==> config.mk <==
export PLATFORM = sky130hd
export DESIGN_NAME = aes_dec_ctrl
export DESIGN_NICKNAME = d
export VERILOG_FILES = /design/src/rtl/aes_dec_ctrl.sv
export SDC_FILE = /design/constraint.sdc
export NUM_CORES = 1
export LEC_CHECK = 0
export CAP_MARGIN = 0
export CORE_AREA = 2 2 304 306
export CTS_CLUSTER_SIZE = 10
export DETAILED_ROUTE_END_ITERATION = 12
export DIE_AREA = 0 0 306 308
export GPL_ROUTABILITY_DRIVEN = 0
export GPL_TIMING_DRIVEN = 0
export SLEW_MARGIN = 40
export SYNTH_ARGS = -nofsm -noshare
export SYNTH_HDL_FRONTEND = slang
export SYNTH_SLANG_ARGS = --single-unit
==> constraint.sdc <==
create_clock -name clk -period 2.9 [get_ports clk]
set_clock_uncertainty 0.15 [all_clocks]
set_input_delay 0.435 -clock clk [delete_from_list [all_inputs] [get_ports clk]]
set_output_delay 0.435 -clock clk [all_outputs]
set_load 0.1 [all_outputs]
==> src/rtl/aes_dec_ctrl.sv <==
// aes_dec_ctrl: round sequencer for a shared AES inverse-cipher datapath; optional blk_cnt via AES_DEC_CTRL_BLKCNT_EN
module aes_dec_ctrl #(
    parameter int Nk = 4,
    parameter int Nr = 10
) (
    input  logic         clk,
    input  logic         rst,
    input  logic         in_valid,
    output logic         in_ready,
    input  logic [127:0] in_data,
    output logic [127:0] dp_state,
    output logic [3:0]   key_idx,
    input  logic [127:0] dp_first,
    input  logic [127:0] dp_mid,
    input  logic [127:0] dp_final,
    output logic         out_valid,
    input  logic         out_ready,
    output logic [127:0] out_data,
`ifdef AES_DEC_CTRL_BLKCNT_EN
    output logic [31:0]  blk_cnt,
`endif
    output logic         busy
);
    typedef enum logic [1:0] {IDLE, ROUND, FINAL, HOLD} state_e;
    localparam logic [3:0] NR = 4'(Nr);
    if (Nr < 10 || Nr > 14 || !(Nk == 4 || Nk == 6 || Nk == 8)) begin : g_bad_param
        $error("aes_dec_ctrl: unsupported Nk/Nr");
    end
    state_e st_q, st_d;
    logic [3:0] rnd_q, rnd_d;
    logic [127:0] state_q, state_d, out_q, out_d;
    logic ov_q, ov_d;
    // in_data is consumed by the datapath (dp_first), not by the sequencer
    logic unused_in_data;
    assign unused_in_data = ^in_data;
    always_ff @(posedge clk) begin
        if (rst) begin
            st_q    <= IDLE;
            rnd_q   <= 4'd0;
            state_q <= '0;
            out_q   <= '0;
            ov_q    <= 1'b0;
        end else begin
            st_q    <= st_d;
            rnd_q   <= rnd_d;
            state_q <= state_d;
            out_q   <= out_d;
            ov_q    <= ov_d;
        end
    end
    always_comb begin
        st_d    = st_q;
        rnd_d   = rnd_q;
        state_d = state_q;
        out_d   = out_q;
        ov_d    = ov_q;
        key_idx = 4'd0;
        case (st_q)
            IDLE: if (in_valid) begin
                state_d = dp_first;
                rnd_d   = 4'd1;
                st_d    = ROUND;
            end
            ROUND: begin
                key_idx = rnd_q;
                state_d = dp_mid;
                if (rnd_q == NR - 4'd1) st_d = FINAL;
                else rnd_d = rnd_q + 4'd1;
            end
            FINAL: begin
                key_idx = NR;
                out_d   = dp_final;
                ov_d    = 1'b1;
                st_d    = HOLD;
            end
            HOLD: begin
                key_idx = NR;
                if (out_ready) begin
                    ov_d = 1'b0;
                    st_d = IDLE;
                end
            end
            default: st_d = IDLE;
        endcase
    end
    assign in_ready  = st_q == IDLE;
    assign busy      = st_q != IDLE;
    assign dp_state  = state_q;
    assign out_data  = out_q;
    assign out_valid = ov_q;
`ifdef AES_DEC_CTRL_BLKCNT_EN
    logic [31:0] blk_cnt_q;
    always_ff @(posedge clk) begin
        if (rst) blk_cnt_q <= '0;
        else if (ov_q && out_ready) blk_cnt_q <= blk_cnt_q + 32'd1;
    end
    assign blk_cnt = blk_cnt_q;
`endif
endmodule

Yosys cells after proc, flatten, opt, wreduce, memory -nomap -nowiden --
Cells that the tools add are included.
Word-level totals: output and inout bits 263, bits in registers 263
Operators by class: equal/unequal tests 8, multiplexer cells 12, reduce and logical (&&, ||, !) cells 9, add/sub/neg operators 1
Operators by type and width (number):
- case mux 128 bit (2 select lines) | 1
- two-way mux 128 bit | 1
- case mux 4 bit (2 select lines) | 2
- two-way mux 4 bit | 2
- inequality test 2 bit (second input constant) | 4
- case mux 2 bit (4 select lines) | 1
- two-way mux 2 bit | 3
- AND reduction 3 bit | 2
- nonzero test 2 bit | 3
- adder 4 x 1 -> 4 bit (second input constant) | 1
- equality test 2 bit (second input constant) | 2
- equality test 4 bit (second input constant) | 1
- AND reduction 2 bit | 2
- equality test 2 x 1 -> 1 bit (second input constant) | 1
- zero test 2 bit | 1
- case mux 1 bit (2 select lines) | 1
- OR reduction 2 bit | 1
- two-way mux 1 bit | 1

Depth between registers and ports, before layout --
Gate-level depths: netlist of the first run.
depth after elaboration 3, mapped depth 8, depth with buffers taken out 5

Worst setup path after synthesis of the first run --
OpenSTA, ideal clock, no wires.
path type register to output, start point register st_q[0], end point output port key_idx[1], data arrival time 2673 ps, cell stages (with the launch flop) 8, slack -358 ps, path buffers 3, cell sequence dfxtp_1 -> inv_1 -> ha_1 -> clkbuf_1 -> buf_2 -> buf_2 -> nor2_1 -> a21oi_1
Between the ends: longest elaborated chain between the ends 3, elaborated cells on any way between the ends 5
Ends and longest elaborated chain:
- start: declaration | line 29 | state_e st_q, st_d;
- start signal: assignment | line 44 | st_q <= st_d;
- equality test 2 bit | line 58 | case (st_q)
- OR reduction 2 bit (no line)
- case mux 4 bit (2 select lines) (*) | line 58
- end: declaration | line 12 | output logic [3:0] key_idx,
Mark *: on every way between the ends. The rest lies on a longest branch, timed or not.

Final worst setup path of the first run --
start point register st_q[1], end point register state_q[78], in the netlist dp_state[78]
Between the ends: longest elaborated chain between the ends 3, elaborated cells on any way between the ends 6
Ends and longest elaborated chain:
- equality test 2 x 1 -> 1 bit or zero test 2 bit (tied branches) | line 58
- nonzero test 2 bit (no line) or inequality test 2 bit (tied branches)
- AND reduction 2 bit (no line)
- end signal: assignment | line 46 | state_q <= state_d;
- end: declaration | line 31 | logic [127:0] state_q, state_d, out_q, out_d;
Parallel ways exist; a longest one is shown, timed or not. A chain may end at the register's enable or synchronous reset.

==> flow_summary_export.csv, run 1 <==
group,metric,value,unit
worst_hold_path,hold_class,"flop to flop",
floorplan,io_pins,779,
global_route,grt_pass1_vias,10655,
timing,fmax,355,MHz
floorplan,dieHeight,308,um
detailed_routing,drtIter0Drc,388,
logic_synthesis,synth_seq_area_share,47.2,%
logic_synthesis,syn_avg_cell_area,10.7,um2
power,peakVddDrop,604,uV
timing,relSlewSlack,48.8,%
layout,layout_commonest_cell,"clkdlybuf4s50_1",
setup_path,end_kind,"flop",
setup_path,r2r_cells,7,
global_route,grt_use_total,11.2,%
layout,area_growth,70.3,%
detailed_routing,drt_pass1_iterations,4,
detailed_routing,vias_per_cell,3.51,
logic_synthesis,ys_types,30,
layout,final_cell_mix,"clkdlybuf4s50_1, buf_2, dfxtp_1, nor2_1, mux2i_1",
cts,insertion_delay,0.56,ns
logic_synthesis,netlist_instances,1043,
cts,cts_tree,"done",
cts,cts_root_buf,"clkbuf_16",
placement,io_buffers,649,
setup_path,r2r_start,"st_q[1]",
logic_synthesis,synthMuxAreaShare,23.3,%
logic_synthesis,synth_adder_area_share,0.785,%
layout,fin_area,19000,um2
floorplan,start_util,12.3,%
cts,cts_buffers,36,
detailed_routing,drc,0,
floorplan,die_area,94200,um2
cts,clk_path_buf_depth,3,
logic_synthesis,synth_xor_area_share,0,%
floorplan,rows,111,
logic_synthesis,yosys_register_bits,263,
placement,place_inst,2878,
logic_synthesis,synth-simple-area-share,9.62,%
placement,pre_cts_ws,0.00204,ns
timing,timing_hold_violations_final,0,
layout,final_nets,2252,
setup_path,required,3.16,ns
global_route,grt_start_max_net_pins,11,
detailed_routing,finalWirelength,55400,um
setup_path,r2r_slack,0.09,ns
setup_path,cp_max_fo,10,
outcome,status,"finished clean",
timing,post-route-period-util,97.0,%
logic_synthesis,syn_area,11200,um2
floorplan,core,91000,um2
flow_run,cap_violations,0,
power,p_total,26.2,mW
global_route,antenna_found_initial,16,
detailed_routing,vias,10308,
setup_path,r2r_end,"dp_state[78]",
layout,drive_gt1_share,28.3,%
setup_path,crit_type,"flop to flop",
timing,worst_pin_slew,0.768,ns
logic_synthesis,synth_compound_area_share,14.5,%
worst_hold_path,hp-start,"out_data[91]",
timing,slew_viol_final,0,
logic_synthesis,synth_nets,1566,
placement,post_dp_cell_area,17800,um2
placement,dp.final_hpwl,45100,um
worst_hold_path,holdPathEnd,"out_data[91]",
global_route,grt_pass1_wl,75900,um
timing,rsz0062_at_grt,"no",
worst_hold_path,whs_path_depth,2,
cts,htreeDepth,2,
floorplan,die_x,306,um
cts,clock_sinks,263,
cts,path_clk_slew,0.06,ns
timing,setup_viol,0,
setup_path,worstPathArrival,3.07,ns
timing,setup-tns-final,0,ns
detailed_routing,wl_per_cell,18.9,um
global_route,gr-total-overflow,0,
power,leakage,7.51,nW
logic_synthesis,synth_top_family_by_area,"multiplexers",
detailed_routing,antenna_left,0,
cts,cts_setup_buffers,0,
power,powerDensity,1380,nW/um2
logic_synthesis,yosys_warnings,0,
layout,fin_cells,2936,
timing,worst_slack,0.0860,ns
timing,fin_crit,2.81,ns
setup_path,start_kind,"flop",
==> flip-flops by register name (all words and copies together), names as in the netlist <==
| register | count |
|---|---|
| dp_state | 128 |
| out_data | 128 |
| rnd_q | 4 |
| st_q | 2 |
| out_valid | 1 |
==> cell type report <==
cell class              instances  area, um2
well taps                    1186       1480
diodes                          5       12.5
inverters                       8       30.0
fillers                      9988      72000
repair buffers                649       5200
clock inverters                11        180
flip-flops and latches        263       5270
multi-input cells             684       5380
plain buffers                  87        505
clock buffers                  43        937
==> synth_stat cells (all sizes together) <==
master	number	share of area [%]
o32ai	1	0.079
nor2b	4	0.22
or2	1	0.056
o211a	1	0.090
a21oi	4	0.18
nand3	2	0.090
nand2	5	0.17
dfxtp	263	47
a2111oi	1	0.079
clkbuf	26	0.87
nand4b	1	0.079
inv	8	0.27
mux2i	258	23
mux2	1	0.13
nand3b	1	0.067
o41ai	1	0.079
nor2	258	8.7
ha	7	0.78
o21ai	2	0.090
a211o	1	0.079
or3	1	0.056
a211oi	130	14
and4b	1	0.090
and2	2	0.11
o211ai	1	0.067
buf	62	3.5
==> worst max path at each step <==
stage,from,endpoint,slack [ns],cells past startpoint
3_3_place_gp,st_q[0],key_idx[3],-0.69,8
5_1_grt,st_q[0],key_idx[3],0.01,7
4_1_cts,st_q[0],key_idx[3],0.03,7
3_5_place_dp,st_q[1],dp_state[78],0.002,7
6_report,st_q[1],dp_state[78],0.09,7
2_1_floorplan,st_q[0],key_idx[1],-0.36,7
==> worst max-delay path, cell delays in order (launching register included) <==
cell and delay (ns):
dfxtp_1 0.34, inv_1 0.11, ha_1 0.16, buf_4 0.19, buf_4 0.31, buf_2 0.59
mux2i_2 0.64, a211oi_2 0.14
==> through the flow <==
| step | hold WS, ns | util [%] |
|---|---|---|
| finish | 0.335 | 20.9 |
| global route | 0.313 | 20.9 |
| CTS | 0.290 | 20.9 |
| detailed placement | 0.325 | 19.6 |
| global placement | 0.323 | 21.0 |
| floorplan | 0.321 | - |
==> power by group <==
part	internal (mW)	switching (mW)
clock	2.64	1.78
combinational	3.61	12.8
sequential	4.78	0.601
total	11.0	15.2
==> cells by family after synthesis <==
logic type,count (synthesis)
muxes,259
buffers and inverters,96
AOI/OAI and AO/OA,142
and+or+nand+nor,276
adders and majority gates,7
DFF,263
==> layer usage <==
| layer | share of wire, % | GRT usage, % |
|---|---|---|
| met4 | 2.1 | 3.15 |
| met5 | 0.22 | 0 |
| met2 | 46 | 18.8 |
| met3 | 11 | 5.04 |
| met1 | 41 | 12.8 |
==> timing repair <==
item,CTS,global route
endpoints found under the setup margin,5,3
hold buffers,0,0
resized for setup,12,3
pin swaps,0,0
endpoints found under the hold margin,0,0
Note: power is estimated with default switching activity, not from simulation.
==> run 2: changes to the inputs <==
SKIP_CTS_REPAIR_TIMING = 1   (was unset)
==> flow_summary_export.csv, run 2 (synthesis results as in run 1) <==
group,metric,value,unit
detailed_routing,finalWirelength,55400,um
global_route,grt_pass1_wl,75800,um
timing,worst_pin_slew,0.768,ns
setup_path,end_kind,"flop",
floorplan,start_util,12.3,%
worst_hold_path,hold_class,"flop to flop",
layout,n_fill_cell,9988,
setup_path,worstPathArrival,3.08,ns
setup_path,critPathSlowestCell,"mux2i_2",
detailed_routing,drc,0,
power,powerDensity,1380,nW/um2
floorplan,core,91000,um2
placement,io_buffers,649,
detailed_routing,drtIter0Drc,380,
power,peakVddDrop,604,uV
detailed_routing,vias,10312,
outcome,status,"finished clean",
setup_path,crit_chain,"inv_1, ha_1, buf_4, buf_4, buf_2, mux2i_2, a211oi_2",
global_route,antenna_found_initial,16,
power,leakage,7.51,nW
timing,worst_hold_slack,0.335,ns
timing,fmax,355,MHz
layout,final_nets,2252,
placement,dp.final_hpwl,45100,um
setup_path,cp_slowest_stage_delay,0.64,ns
global_route,grt_pass1_vias,10656,
detailed_routing,drt_pass1_iterations,4,
floorplan,die_area,94200,um2
cts,cts_tree,"done",
cts,htreeDepth,2,
timing,post-route-period-util,97.1,%
layout,layout_commonest_cell,"clkdlybuf4s50_1",
detailed_routing,antenna_left,0,
cts,cts_buffers,36,
global_route,gr-total-overflow,0,
timing,rsz0062_at_grt,"no",
floorplan,rows,111,
floorplan,dieHeight,308,um
setup_path,required,3.16,ns
layout,drive_gt1_share,28.3,%
timing,relSlewSlack,48.8,%
floorplan,io_pins,779,
layout,final_cell_mix,"clkdlybuf4s50_1, buf_2, dfxtp_1, nor2_1, mux2i_1",
global_route,grt_use_total,11.2,%
placement,pre_cts_ws,0.00204,ns
setup_path,cp_common_cell,"buf_4",
cts,clk_path_buf_depth,3,
setup_path,crit_type,"flop to flop",
global_route,grt_start_max_net_pins,11,
cts,path_clk_slew,0.06,ns
cts,clock_sinks,263,
cts,insertion_delay,0.56,ns
timing,setup_viol,0,
detailed_routing,wl_per_cell,18.9,um
timing,slew_viol_final,0,
detailed_routing,vias_per_cell,3.51,
timing,timing_hold_violations_final,0,
setup_path,cp_max_fo,10,
floorplan,die_x,306,um
layout,area_growth,70.3,%
timing,worst_slack,0.0832,ns
timing,fin_crit,2.82,ns
flow_run,cap_violations,0,
setup_path,start_kind,"flop",
cts,cts_root_buf,"clkbuf_16",
==> run 2: cell types whose count changed in the layout (fill, tap and decap cells not counted) <==
cell      change
buf_4         -2
clkbuf_4      +2
==> run 2: area by class of cell <==
type                            instances  area, um2  share of cell area, %
Inverter                                8       30.0                  0.158
Timing Repair Buffer                  649       5200                   27.4
Clock buffer                           43        937                   4.93
Antenna cell                            5       12.5                 0.0659
Buffer                                 87        505                   2.66
Multi-Input combinational cell        684       5380                   28.3
Tap cell                             1186       1480                   7.81
Sequential cell                       263       5270                   27.7
Clock inverter                         11        180                  0.948
==> run 2: per-stage QoR <==
stage	power [mW]	instances	TNS (ns)	instance area (um2)	util [%]
after global placement	23.1	2878	-2.23	19100	21.0
after global routing	27.4	2935	0	19000	20.9
after detailed placement	22.0	2878	0	17800	19.6
final	26.2	2936	0	19000	20.9
after CTS	26.6	2932	-1.85	18900	20.8
after floorplan	18.3	1043	-0.716	11200	-
==> run 2: worst max-delay path: cells and delay by family, from the launching register on <==
family | cells | cell delay (ns)
buf+inv | 4 | 1.20
mux | 1 | 0.64
flops | 1 | 0.34
fa+ha+maj | 1 | 0.16
compound gates | 1 | 0.14
==> run 2: path summary, 6_finish.rpt <==
check	start	to	slack, ns	cells past startpoint
worst max-delay path	st_q[1]	dp_state[78]	0.08	7
worst min-delay path	out_data[91]	out_data[91]	0.34	2
worst max register to register	st_q[1]	dp_state[78]	0.08	7
worst min register to register	out_data[91]	out_data[91]	0.34	2
==> run 2: report_power, final <==
| part | leakage [nW] | switching [mW] | internal [mW] |
|---|---|---|---|
| logic | 4.81 | 12.8 | 3.61 |
| registers | 2.16 | 0.601 | 4.78 |
| clock network | 0.542 | 1.78 | 2.64 |
| total | 7.51 | 15.2 | 11.0 |
==> run 2: routing by layer <==
layer | up-vias | share of wire [%] | global-route usage, %
li1 | 5033 | - | -
met1 | 4697 | 41 | 12.8
met2 | 484 | 46 | 18.8
met3 | 76 | 11 | 5.01
met4 | 22 | 2.1 | 3.15
met5 | - | 0.22 | 0
